--- src/rtl/conv3x3_mac_serial_pkg.sv ---
// conv3x3_mac_serial_pkg: shared widths, accumulator sizing and FSM states for the serial conv MAC
package conv3x3_mac_serial_pkg;
  localparam int DATA_WIDTH_DEF = 16;
  localparam int FRAC_BITS_DEF = 10;
  function automatic int acc_width(input int dw);
    return 2 * dw + 4;
  endfunction
  typedef enum logic [1:0] {IDLE, MAC, HOLD} state_e;
endpackage

--- src/rtl/conv3x3_mac_serial_if.sv ---
// conv3x3_mac_serial_if: window/weight input handshake and result output handshake
interface conv3x3_mac_serial_if
  import conv3x3_mac_serial_pkg::*;
#(
  parameter int DATA_WIDTH = DATA_WIDTH_DEF
);
  logic in_valid, in_ready, relu_en, out_valid, out_ready;
  logic [9*DATA_WIDTH-1:0] pix_flat;
  logic [DATA_WIDTH-1:0] w0, w1, w2, w3, w4, w5, w6, w7, w8, bias, out_data;
  modport master (
    output in_valid, pix_flat, w0, w1, w2, w3, w4, w5, w6, w7, w8, bias, relu_en, out_ready,
    input in_ready, out_valid, out_data
  );
  modport slave (
    input in_valid, pix_flat, w0, w1, w2, w3, w4, w5, w6, w7, w8, bias, relu_en, out_ready,
    output in_ready, out_valid, out_data
  );
endinterface

--- src/rtl/conv3x3_mac_serial_post.sv ---
// fx_post_sat: floor shift out the fraction, optional ReLU, saturate accumulator to data width
module fx_post_sat #(
  parameter int DATA_WIDTH = 16,
  parameter int FRAC_BITS = 10,
  parameter int ACC_WIDTH = 36
) (
  input  logic signed [ACC_WIDTH-1:0]  acc_i,
  input  logic                         relu_en_i,
  output logic        [DATA_WIDTH-1:0] data_o
);
  localparam logic signed [ACC_WIDTH-1:0] MAXV = {{(ACC_WIDTH-DATA_WIDTH+1){1'b0}}, {(DATA_WIDTH-1){1'b1}}};
  localparam logic signed [ACC_WIDTH-1:0] MINV = {{(ACC_WIDTH-DATA_WIDTH+1){1'b1}}, {(DATA_WIDTH-1){1'b0}}};
  logic signed [ACC_WIDTH-1:0] sh, rl;
  always_comb begin
    sh = acc_i >>> FRAC_BITS;
    rl = (relu_en_i && sh[ACC_WIDTH-1]) ? '0 : sh;
    data_o = rl > MAXV ? MAXV[DATA_WIDTH-1:0] : rl < MINV ? MINV[DATA_WIDTH-1:0] : rl[DATA_WIDTH-1:0];
  end
endmodule

--- src/rtl/conv3x3_mac_serial.sv ---
// conv3x3_mac_serial: one 3x3 window x kernel MAC per cycle, then bias/ReLU/saturate into one activation
module conv3x3_mac_serial
  import conv3x3_mac_serial_pkg::*;
#(
  parameter int DATA_WIDTH = DATA_WIDTH_DEF,
  parameter int FRAC_BITS = FRAC_BITS_DEF,
  parameter int ACC_WIDTH = acc_width(DATA_WIDTH)
) (
  input logic clk,
  input logic rst_n,
  conv3x3_mac_serial_if.slave bus
);
  state_e state_q, state_d;
  logic signed [DATA_WIDTH-1:0] pix_q [9];
  logic signed [DATA_WIDTH-1:0] w_q [9];
  logic signed [DATA_WIDTH-1:0] w_in [9];
  logic relu_q, accept;
  logic [3:0] tap_q, tap_d;
  logic signed [ACC_WIDTH-1:0] acc_q, acc_d, sum;
  logic signed [2*DATA_WIDTH-1:0] prod;
  logic [DATA_WIDTH-1:0] out_q, out_d, post;
  assign w_in[0] = bus.w0;
  assign w_in[1] = bus.w1;
  assign w_in[2] = bus.w2;
  assign w_in[3] = bus.w3;
  assign w_in[4] = bus.w4;
  assign w_in[5] = bus.w5;
  assign w_in[6] = bus.w6;
  assign w_in[7] = bus.w7;
  assign w_in[8] = bus.w8;
  assign accept = bus.in_valid && state_q == IDLE;
  assign prod = pix_q[tap_q] * w_q[tap_q];
  assign sum = acc_q + ACC_WIDTH'(prod);
  assign bus.in_ready = state_q == IDLE;
  assign bus.out_valid = state_q == HOLD;
  assign bus.out_data = out_q;
  fx_post_sat #(
    .DATA_WIDTH(DATA_WIDTH),
    .FRAC_BITS(FRAC_BITS),
    .ACC_WIDTH(ACC_WIDTH)
  ) u_post (
    .acc_i(sum),
    .relu_en_i(relu_q),
    .data_o(post)
  );
  always_comb begin
    state_d = state_q;
    acc_d = acc_q;
    tap_d = tap_q;
    out_d = out_q;
    case (state_q)
      IDLE: if (accept) begin
        state_d = MAC;
        acc_d = ACC_WIDTH'($signed(bus.bias)) <<< FRAC_BITS;
        tap_d = '0;
      end
      MAC: begin
        acc_d = sum;
        tap_d = tap_q == 4'd8 ? 4'd0 : tap_q + 4'd1;
        if (tap_q == 4'd8) begin
          state_d = HOLD;
          out_d = post;
        end
      end
      HOLD: if (bus.out_ready) state_d = IDLE;
      default: state_d = IDLE;
    endcase
  end
  always_ff @(posedge clk or negedge rst_n)
    if (!rst_n) begin
      state_q <= IDLE;
      acc_q <= '0;
      tap_q <= '0;
      out_q <= '0;
    end else begin
      state_q <= state_d;
      acc_q <= acc_d;
      tap_q <= tap_d;
      out_q <= out_d;
    end
  // operands are captured at accept so upstream may change them while the MAC runs
  always_ff @(posedge clk or negedge rst_n)
    if (!rst_n) begin
      for (int k = 0; k < 9; k++) begin
        pix_q[k] <= '0;
        w_q[k] <= '0;
      end
      relu_q <= 1'b0;
    end else if (accept) begin
      for (int k = 0; k < 9; k++) begin
        pix_q[k] <= bus.pix_flat[k*DATA_WIDTH +: DATA_WIDTH];
        w_q[k] <= w_in[k];
      end
      relu_q <= bus.relu_en;
    end
endmodule

--- src/flat_wrapper.sv ---
// flat-port wrapper written by rule: the top's interface ports become plain ports
module conv3x3_mac_serial_flat import conv3x3_mac_serial_pkg::*;
#(
  parameter int DATA_WIDTH = DATA_WIDTH_DEF,
  parameter int FRAC_BITS = FRAC_BITS_DEF,
  parameter int ACC_WIDTH = acc_width(DATA_WIDTH)
)
  (clk, rst_n, bus_in_valid, bus_pix_flat, bus_w0, bus_w1, bus_w2, bus_w3, bus_w4, bus_w5, bus_w6, bus_w7, bus_w8, bus_bias, bus_relu_en, bus_out_ready, bus_in_ready, bus_out_valid, bus_out_data);
  conv3x3_mac_serial_if #(.DATA_WIDTH(DATA_WIDTH)) bus_i ();
  input logic clk;
  input logic rst_n;
  input wire logic [$bits(bus_i.in_valid)-1:0] bus_in_valid;
  input wire logic [$bits(bus_i.pix_flat)-1:0] bus_pix_flat;
  input wire logic [$bits(bus_i.w0)-1:0] bus_w0;
  input wire logic [$bits(bus_i.w1)-1:0] bus_w1;
  input wire logic [$bits(bus_i.w2)-1:0] bus_w2;
  input wire logic [$bits(bus_i.w3)-1:0] bus_w3;
  input wire logic [$bits(bus_i.w4)-1:0] bus_w4;
  input wire logic [$bits(bus_i.w5)-1:0] bus_w5;
  input wire logic [$bits(bus_i.w6)-1:0] bus_w6;
  input wire logic [$bits(bus_i.w7)-1:0] bus_w7;
  input wire logic [$bits(bus_i.w8)-1:0] bus_w8;
  input wire logic [$bits(bus_i.bias)-1:0] bus_bias;
  input wire logic [$bits(bus_i.relu_en)-1:0] bus_relu_en;
  input wire logic [$bits(bus_i.out_ready)-1:0] bus_out_ready;
  output wire logic [$bits(bus_i.in_ready)-1:0] bus_in_ready;
  output wire logic [$bits(bus_i.out_valid)-1:0] bus_out_valid;
  output wire logic [$bits(bus_i.out_data)-1:0] bus_out_data;
  assign bus_i.in_valid = bus_in_valid;
  assign bus_i.pix_flat = bus_pix_flat;
  assign bus_i.w0 = bus_w0;
  assign bus_i.w1 = bus_w1;
  assign bus_i.w2 = bus_w2;
  assign bus_i.w3 = bus_w3;
  assign bus_i.w4 = bus_w4;
  assign bus_i.w5 = bus_w5;
  assign bus_i.w6 = bus_w6;
  assign bus_i.w7 = bus_w7;
  assign bus_i.w8 = bus_w8;
  assign bus_i.bias = bus_bias;
  assign bus_i.relu_en = bus_relu_en;
  assign bus_i.out_ready = bus_out_ready;
  assign bus_in_ready = bus_i.in_ready;
  assign bus_out_valid = bus_i.out_valid;
  assign bus_out_data = bus_i.out_data;
  conv3x3_mac_serial #(.DATA_WIDTH(DATA_WIDTH), .FRAC_BITS(FRAC_BITS), .ACC_WIDTH(ACC_WIDTH)) u_core (.clk(clk), .rst_n(rst_n), .bus(bus_i));
endmodule
--- config.mk ---
export PLATFORM = sky130hd
export DESIGN_NAME = conv3x3_mac_serial_flat
export DESIGN_NICKNAME = d
export VERILOG_FILES = /design/src/rtl/conv3x3_mac_serial_pkg.sv /design/src/rtl/conv3x3_mac_serial_if.sv /design/src/rtl/conv3x3_mac_serial_post.sv /design/src/rtl/conv3x3_mac_serial.sv /design/src/flat_wrapper.sv
export SDC_FILE = /design/constraint.sdc
export NUM_CORES = 1
export LEC_CHECK = 0
export ABC_AREA = 1
export CORE_MARGIN = 10
export CORE_UTILIZATION = 53
export DETAILED_ROUTE_END_ITERATION = 8
export GPL_TIMING_DRIVEN = 0
export PLACE_DENSITY_LB_ADDON = 0.3
export SYNTH_ARGS = -nofsm -noshare
export SYNTH_HDL_FRONTEND = slang
export SYNTH_SLANG_ARGS = --single-unit
--- constraint.sdc ---
create_clock -name clk -period 6.9 [get_ports clk]
set_input_delay 1.38 -clock clk [delete_from_list [all_inputs] [get_ports clk]]
set_output_delay 1.38 -clock clk [all_outputs]
set_load 0.1 [all_outputs]
# == Yosys cells after proc, flatten, opt, wreduce, memory -nomap -nowiden ==
# Index checks and enable logic that the tools add are counted.
# totals
regBits,347
out_inout_bits,18
# op_classes
n_addsub,2
n_bitwise,1
mul,1
muxes,18
order_cmp,3
eq_ne,6
n_reduce_logical,7
# ops
op,count
$bmux 16 s4,2
$mux 16,6
$mux 36,2
$pmux 36 s2,1
$add 36x32->36,1
$gt 36x16->1 const B,1
$lt 36x16->1 const B,1
$mul 16x16->32,1
$mux 4,2
$pmux 4 s2,1
$mux 2,3
$pmux 2 s3,1
$ge 5x5->1 const B,1
$not 4->5,1
$add 4x1->4 const B,1
$eq 4x4->1 const B,1
$ne 2x1->1 const B,2
$reduce_and 2->1,2
$reduce_and 3->1,1
$eq 2x1->1 const B,1
$eq 2x2->1 const B,1
$logic_and 1x1->1,2
$logic_not 2->1,1
$ne 2x2->1 const B,1
$reduce_bool 2->1,1

# == Depth between registers and ports, before layout ==
# Gate-level depths: netlist of run 1.
# depth
ltp_word,11
ltp_mapped,43
depth_no_buf,39

# == Modules after synthesis ==
# A second synthesis of run 1 with hierarchy kept.
# unflattened
cells_unflattened,3702
area_unflattened_um2,29010.3
# by_module_without_submodules
module,instances,area_each_um2,cells_per_inst
conv3x3_mac_serial,1,28655.0,3617
fx_post_sat,1,355.3,85

# == Least setup slack after synthesis of run 1 ==
# OpenSTA, ideal clock, no wires.
# synth_path
path_kind,register to register
start,register u_core.tap_q[0]
end,register u_core.out_q[10] (netlist: u_core.bus.out_data[10])
setup_slack_ns,-0.668
stages_incl_launch_ff,34
arrival_time_ns,7.445
n_path_buf,6
path_cell_list,dfrtp_1 -> buf_6 -> buf_6 -> buf_2 -> clkbuf_1 -> nor2_1 -> o221ai_1 -> a32o_1 -> buf_2 -> nand2_1 -> fa_1 -> inv_1 -> fa_1 -> inv_1 -> fa_1 -> inv_1 -> fa_1 -> fa_1 -> inv_1 -> fa_1 -> inv_1 -> ha_1 -> nand2_1 -> nand2_1 -> o21bai_1 -> nand2_1 -> nand2_1 -> nand3b_1 -> a21oi_1 -> xor2_1 -> nand4_1 -> a21oi_4 -> buf_6 -> a21oi_2
# synth_between
elab_chain_len,11
elab_cells_between_ends,17
cone_classes,1 x add/sub; 1 x mul; 2 x order compare; 1 x eq/ne; 9 x mux; 1 x bitwise; 2 x reduce/logical
# synth_lines
element,line,rtl
"start, declared",conv3x3_mac_serial.sv:18,"logic [3:0] tap_q, tap_d;"
"start signal, assigned",conv3x3_mac_serial.sv:78,tap_q <= tap_d;
$not 4->5 (implied by the code),conv3x3_mac_serial.sv:32,assign prod = pix_q[tap_q] * w_q[tap_q];
$bmux 16 s4,conv3x3_mac_serial.sv:32,
$mux 16 (implied by the code) (2 in series),conv3x3_mac_serial.sv:32,
$mul 16x16->32,conv3x3_mac_serial.sv:32,
$add 36x32->36,conv3x3_mac_serial.sv:33,assign sum = acc_q + ACC_WIDTH'(prod);
$logic_and 1x1->1,conv3x3_mac_serial_post.sv:16,rl = (relu_en_i && sh[ACC_WIDTH-1]) ? '0 : sh;
$mux 36,conv3x3_mac_serial_post.sv:16,
$lt 36x16->1,conv3x3_mac_serial_post.sv:17,data_o = rl > MAXV ? MAXV[DATA_WIDTH-1:0] : rl < MINV ? MINV[DATA_WIDTH-1:0] : rl[DATA_WIDTH-1:0];
$mux 16 (2 in series),conv3x3_mac_serial_post.sv:17,
"end signal, assigned",conv3x3_mac_serial.sv:79,out_q <= out_d;
"end, declared",conv3x3_mac_serial.sv:21,"logic [DATA_WIDTH-1:0] out_q, out_d, post;"
# Parallel ways exist; a longest one is shown, timed or not. The select of a mux whose other input is x is not followed.
# A chain may end at the register's enable or synchronous reset.

# == Worst setup path after layout of run 1 ==
# layout_path
start,register u_core.tap_q[0]
end,register u_core.out_q[5] (netlist: u_core.bus.out_data[5])
# The elaborated chain is that of the path after synthesis.

==> results of run 1 <==
-- state kept, by name, summed over array words and instances (netlist names) --
| name | flops |
|---|---|
| u_core.pix_q | 144 |
| u_core.relu_q | 1 |
| u_core.acc_q | 36 |
| u_core.tap_q | 4 |
| u_core.bus.out_data | 16 |
| u_core.w_q | 144 |
| u_core.state_q | 2 |
-- cell usage after synthesis, types with 38 or more instances --
cell type  count  area [um2]
nand2_1     1392        5230
inv_1        613        2300
dfrtp_1      347        8680
fa_1         314        6290
nor2_1       228         856
o21ai_0      145         726
clkbuf_1     120         450
ha_1         109        1360
o221ai_1      46         403
a21oi_1       38         190
nand3_1       38         190
o211ai_1      38         285
-- metal layers --
layer  track usage  up-vias
met5             0        -
met4         0.184        2
met3         0.117      441
met2         0.504     1977
met1         0.433    13300
li1              -    11900
-- metrics by stage --
step	hold WS, ns	util	area [um2]
final	0.480	0.716	37800
after global routing	0.492	0.716	37800
after CTS	0.476	0.680	35900
after detailed placement	0.460	0.622	32800
after global placement	0.458	0.620	32700
after floorplan	0.444	-	28600
-- what timing repair did --
item / 4_1_cts / 5_1_grt
buffers inserted: 67 / 67
resized for setup: 300 / 366
setup endpoints to repair: 44 / 42
cloned: 2 / 8
pin swaps: 64 / 118
hold endpoints to repair: 0 / 0
-- worst min-delay path by stage --
stage,from,end,cells past startpoint,slack [ns]
2_1_floorplan,u_core.pix_q[100],u_core.pix_q[100],2,0.44
3_3_place_gp,u_core.w_q[43],u_core.w_q[43],2,0.46
3_5_place_dp,u_core.pix_q[101],u_core.pix_q[101],2,0.46
4_1_cts,u_core.pix_q[101],u_core.pix_q[101],2,0.48
5_1_grt,u_core.w_q[34],u_core.w_q[34],2,0.49
6_report,u_core.pix_q[41],u_core.pix_q[41],2,0.48
-- area by class of cell --
cell class              count  share of cell area
multi-input cells        2484               0.489
flip-flops and latches    347               0.230
repair buffers            473               0.123
inverters                 626              0.0629
plain buffers             165              0.0362
clock buffers              58              0.0309
well taps                 688              0.0228
clock inverters            12             0.00434
diodes                     19             0.00126
-- kinds of logic after synthesis --
logic type                 synth area share
and+or+nand+nor                       0.233
buffers and inverters                 0.108
adders and majority gates             0.270
DFF                                   0.307
AOI/OAI and AO/OA                    0.0741
xor gates and xnor gates            0.00742
-- critical path: cells and delay by family, from the launching register on --
family,cells,cell delay (ns)
buffers and inverters,11,1.44
AND/OR/NAND/NOR,14,1.40
adder cells (fa/ha/maj),7,3.23
AO/OA/AOI/OAI,6,1.15
flip-flops,1,0.40
-- cells in the final DEF (no fill, tap or decap), types with 9 or more instances in the layout --
cell type / instances
a21oi_1: 16
a21oi_2: 26
a32o_2: 12
buf_12: 13
buf_4: 125
buf_6: 37
buf_8: 13
clkbuf_1: 78
clkbuf_16: 51
clkbuf_4: 11
clkbuf_8: 20
clkdlybuf4s50_1: 325
dfrtp_1: 346
diode_2: 19
fa_1: 289
fa_2: 25
ha_1: 83
ha_4: 25
inv_1: 575
inv_2: 44
nand2_1: 1284
nand2_2: 94
nand2_4: 31
nand3_1: 28
nand3_2: 12
nor2_1: 176
nor2_2: 30
nor2_4: 28
o211ai_1: 38
o21ai_0: 105
o21ai_1: 27
o21ai_2: 11
o21ai_4: 9
o221ai_1: 32
o221ai_2: 10
o22ai_4: 9
==> summary.md, run 1 <==
| Metric | Value |
|---|---|
| FF-to-FF setup slack | -0.86 ns |
| CP endpoint | u_core.bus.out_data[5] |
| Measured slew at the worst slew-check pin | 1.07 ns |
| Post-synthesis register bit count | roughly 350 |
| ANT nets after route | 0 |
| GP Congestion | 0.996 |
| Post-CTS Hold Fix Bufs | 0 |
| Clk_lat worst skew | about 0.59 ns |
| Post-synth EDFFs | 0 |
| RSZ-0062 raised after global routing | yes |
| Pin count of the biggest net entering global routing | about 120 |
| Share of cells above drive strength 1 | 0.171 |
| Highest Signal Layer | met5 |
| DRT iter0 DRCs | 3503 |
| Post-synth ARST share | 1.00 |
| Final number of hold-violating endpoints | 0 |
| Inst Count DP | around 4600 |
| Root buf cell | clkbuf_16 |
| Via density | ~5.7 |
| H-tree levels | 2 |
| Fin cells | just under 5000 |
| Total track usage | 0.340 |
| Crit-path max FO | 10 |
| I/O pins | 327 |
| Num Clock Sinks | 347 |
| Post-Route WL | 112000 um |
| Clock skew | 0.0214 ns |
| Area of the core | 52800 um2 |
| Final setup TNS | -18.07 ns |
| Antenna violations before repair | 21 |
| Post-Syn Instances | 3622 |
| Fmax | 129 MHz |
| Final-report setup violation count | 38 |
| Top FF cell, synth | dfrtp_1 |
| Synth Net Count | 4354 |
| Max-slew violation count | 0 |
| CP peak stage delay | 0.60 ns |
| Filler Cells Inserted | ~3900 |
| Vias in the first global route | 27500 |
| Residual DRC | 0 |
| Num CTS Buffers | 39 |
| Drt pass-1 iters | 6 |
| Row count | 84 |
| CTS tree | yes |
| Critical R2R Capture | u_core.bus.out_data[5] |
| Status | finished, violations left |
| Slowest CP cell | fa_1 |
| Starting Density | 0.537 |
| DR WL met3 | 15500 um |
| Sequential cell area | 8680 um2 |
| Wire length per cell | 22.9 um |
| Tightest Hold Check Type | reg2reg |
| Via count | 27700 |
| Crit path time final | between 7 and 8 ns |
| Clk buf depth | 3 |
| Worst setup margin | -0.857 ns |
| Slew headroom | 0.287 |
| Post-Place Worst Slack | -2.20 ns |
| Crit. End Element | flop |
| Critical Path RT | 7.37 ns |
| Count of different cell masters after synthesis | 47 |
| Synthesized area | 28300 um2 |
| Reg-to-Reg Start | u_core.tap_q[0] |
| Hpwl dp | 82500 um |
| Critical Path Start Type | flop |
| Area grow syn2layout | 33.3% |
| Reg2reg path depth | 38 |
| Area of the multi-input gates | between 15000 and 20000 um2 |
| CP most frequent cell | nand2_2 |
| Wl on met1 | a little over 40000 um |
| Mean post-synth cell area | 7.82 um2 |
| Max Cap Viol | 0 |
| Beginning of the critical path | u_core.tap_q[0] |
| DR WL met2 | 48500 um |
| Period utilization | 1.12 |
| Clock transition at the registers of the reported paths | 0.07 ns |
| Violated checks | setup timing |
| Die Area | 63100 um2 |
| First-pass GRT wire length | 163000 um |
| Synth Warn # | 0 |
| Port Buffers | 326 |
| Die Y | 251 um |
| CP arrival | slightly above 8 ns |
| Die W | between 200 and 300 um |
| Seq/Total Area, Yosys | 0.307 |
| Final net count | 4868 |
| Critical path class | reg2reg |
| Global route overflow | 0 |
Power of run 1 is left out: the tool's default activity adds up to more than one toggle a clock period on the data nets, which glitch-free logic cannot reach.
==> run 2: changes to the inputs <==
- SLEW_MARGIN: not set -> 10
==> summary.md, run 2 (synthesized netlist as in run 1, its figures left out) <==
| Metric | Value |
|---|---|
| Status | finished, violations left |
| Violated checks | setup timing |
| Period utilization | 1.14 |
| Num CTS Buffers | 39 |
| Global route overflow | 0 |
| Wire length per cell | 23.4 um |
| Post-Route WL | 114000 um |
| Via count | 28100 |
| Worst setup margin | -0.963 ns |
| Die W | 251 um |
| DP Area | 32800 um2 |
| Area of the core | 52800 um2 |
| Row count | 84 |
| CP peak stage delay | 0.63 ns |
| Tightest Hold Check Type | reg2reg |
| CP arrival | 8.36 ns |
| Worst Path Buf+Inv | 12 |
| Most frequent cells in the layout | nand2_1 (1294), inv_1 (567), dfrtp_1 (346) |
| Starting Density | 0.537 |
| DRT iter0 DRCs | between 3000 and 4000 |
| CP most frequent cell | fa_1 |
| GP Congestion | 0.996 |
| Crit path max-delay family | adder cells |
| Critical Path Start Type | flop |
| Final-report setup violation count | 40 |
| Critical Path RT | 7.40 ns |
| ANT nets after route | 0 |
| Total track usage | 0.342 |
| Residual DRC | 0 |
| Measured slew at the worst slew-check pin | ~1.1 ns |
| Crit-path max FO | 10 |
| Slew headroom | 0.287 |
| RSZ-0062 raised after global routing | yes |
| Clock skew | between 0.03 and 0.04 ns |
| Area grow syn2layout | 34.2% |
| Slowest CP cell | fa_1 |
| Max-slew violation count | 0 |
| I/O pins | 327 |
| H-tree levels | 2 |
| Largest regs | u_core.pix_q: 144 flops, u_core.w_q: 144 flops, u_core.acc_q: 36 flops |
| Clk_lat worst skew | 0.58 ns |
| Max Cap Viol | 0 |
| Crit path time final | 7.86 ns |
| Final net count | 4898 |
| Fmax | 127 MHz |
| Most common cell after layout, fill and taps aside | nand2_1 |
| Pin count of the biggest net entering global routing | around 110 |
| Drt pass-1 iters | 8 |
| Post-route core utilization | 0.720 |
| Vias in the first global route | 27600 |
| Post-Place Worst Slack | -2.19 ns |
| Num Clock Sinks | 347 |
| Final number of hold-violating endpoints | 0 |
| Crit. End Element | flop |
| Antenna violations before repair | 20 |
| Critical path class | reg2reg |
| Design Area, Final | ~38000 um2 |
| Clock transition at the registers of the reported paths | about 0.07 ns |
| First-pass GRT wire length | 164000 um |
| Hpwl dp | between 80000 and 90000 um |
| Die Area | 63100 um2 |
| Clk buf depth | 3 |
| Die Y | ~250 um |
| Root buf cell | clkbuf_16 |
| Via density | ~5.7 |
| Port Buffers | 326 |
| CTS tree | yes |
| Share of cells above drive strength 1 | 0.177 |
==> run 2: cell count changes in the layout (fill, tap and decap cells not counted), sizes merged <==
cell	previous run	this run
buf	204	235
bufinv	2	1
clkbuf	167	162
clkinv	9	6
clkinvlp	2	1
inv	625	624
==> run 2: layer usage <==
layer  vias up  GRT usage  wire length (um)
met1     13400      0.441             41500
met5         -          0                27
met4         4      0.177              7910
li1      12000          -                 -
met2      2171      0.515             49400
met3       491      0.106             15600
==> run 2: path summary, 6_finish.rpt <==
kind                                       start                 endpoint  slack (ns)  depth (start not counted)
worst max-delay path             u_core.tap_q[0]   u_core.bus.out_data[6]       -0.96                         37
max in group asynchronous                  rst_n  u_core.bus.out_data[11]        5.19                          2
min in group asynchronous                  rst_n        u_core.pix_q[116]        0.76                          1
worst max register to register   u_core.tap_q[0]   u_core.bus.out_data[6]       -0.96                         37
worst min-delay path            u_core.pix_q[33]         u_core.pix_q[33]        0.48                          2
worst min register to register  u_core.pix_q[33]         u_core.pix_q[33]        0.48                          2
==> run 2: through the flow <==
stage | cells | hold slack, ns | setup TNS (ns)
after global routing | 4887 | 0.488 | -30.22
final | 4892 | 0.480 | -21.83
after CTS | 4780 | 0.476 | -13.23
after floorplan | 3622 | 0.444 | 0
after detailed placement | 4639 | 0.460 | -66.48
after global placement | 4636 | 0.458 | -3765.08
==> run 2: cell type report <==
class | count | area (um2)
multi-input combinational | 2484 | 18500
clock buffer | 54 | 1130
buffer | 163 | 1330
fill | 3780 | 14800
inverter | 626 | 2370
sequential | 347 | 8680
antenna | 19 | 47.5
clock inverter | 6 | 87.6
tap | 688 | 861
timing repair buffer | 505 | 5020
==> run 2: repair_timing <==
action | 4_1_cts | 5_1_grt
setup buffers | 78 | 90
resized for setup | 301 | 382
cloned | 3 | 7
pin swaps | 69 | 177
endpoints found under the setup margin | 44 | 42
hold buffers | 0 | 0
==> run 2: worst register-to-register path, delay by kind of cell, from the launching register on <==
| family | cells | cell delay [ns] |
|---|---|---|
| adders and majority gates | 7 | 3.41 |
| AOI/OAI and AO/OA | 5 | 0.86 |
| xor gates and xnor gates | 1 | 0.20 |
| and+or+nand+nor | 12 | 1.38 |
| DFF | 1 | 0.38 |
| buffers and inverters | 12 | 1.55 |
Power of run 2 is left out for the same reason.
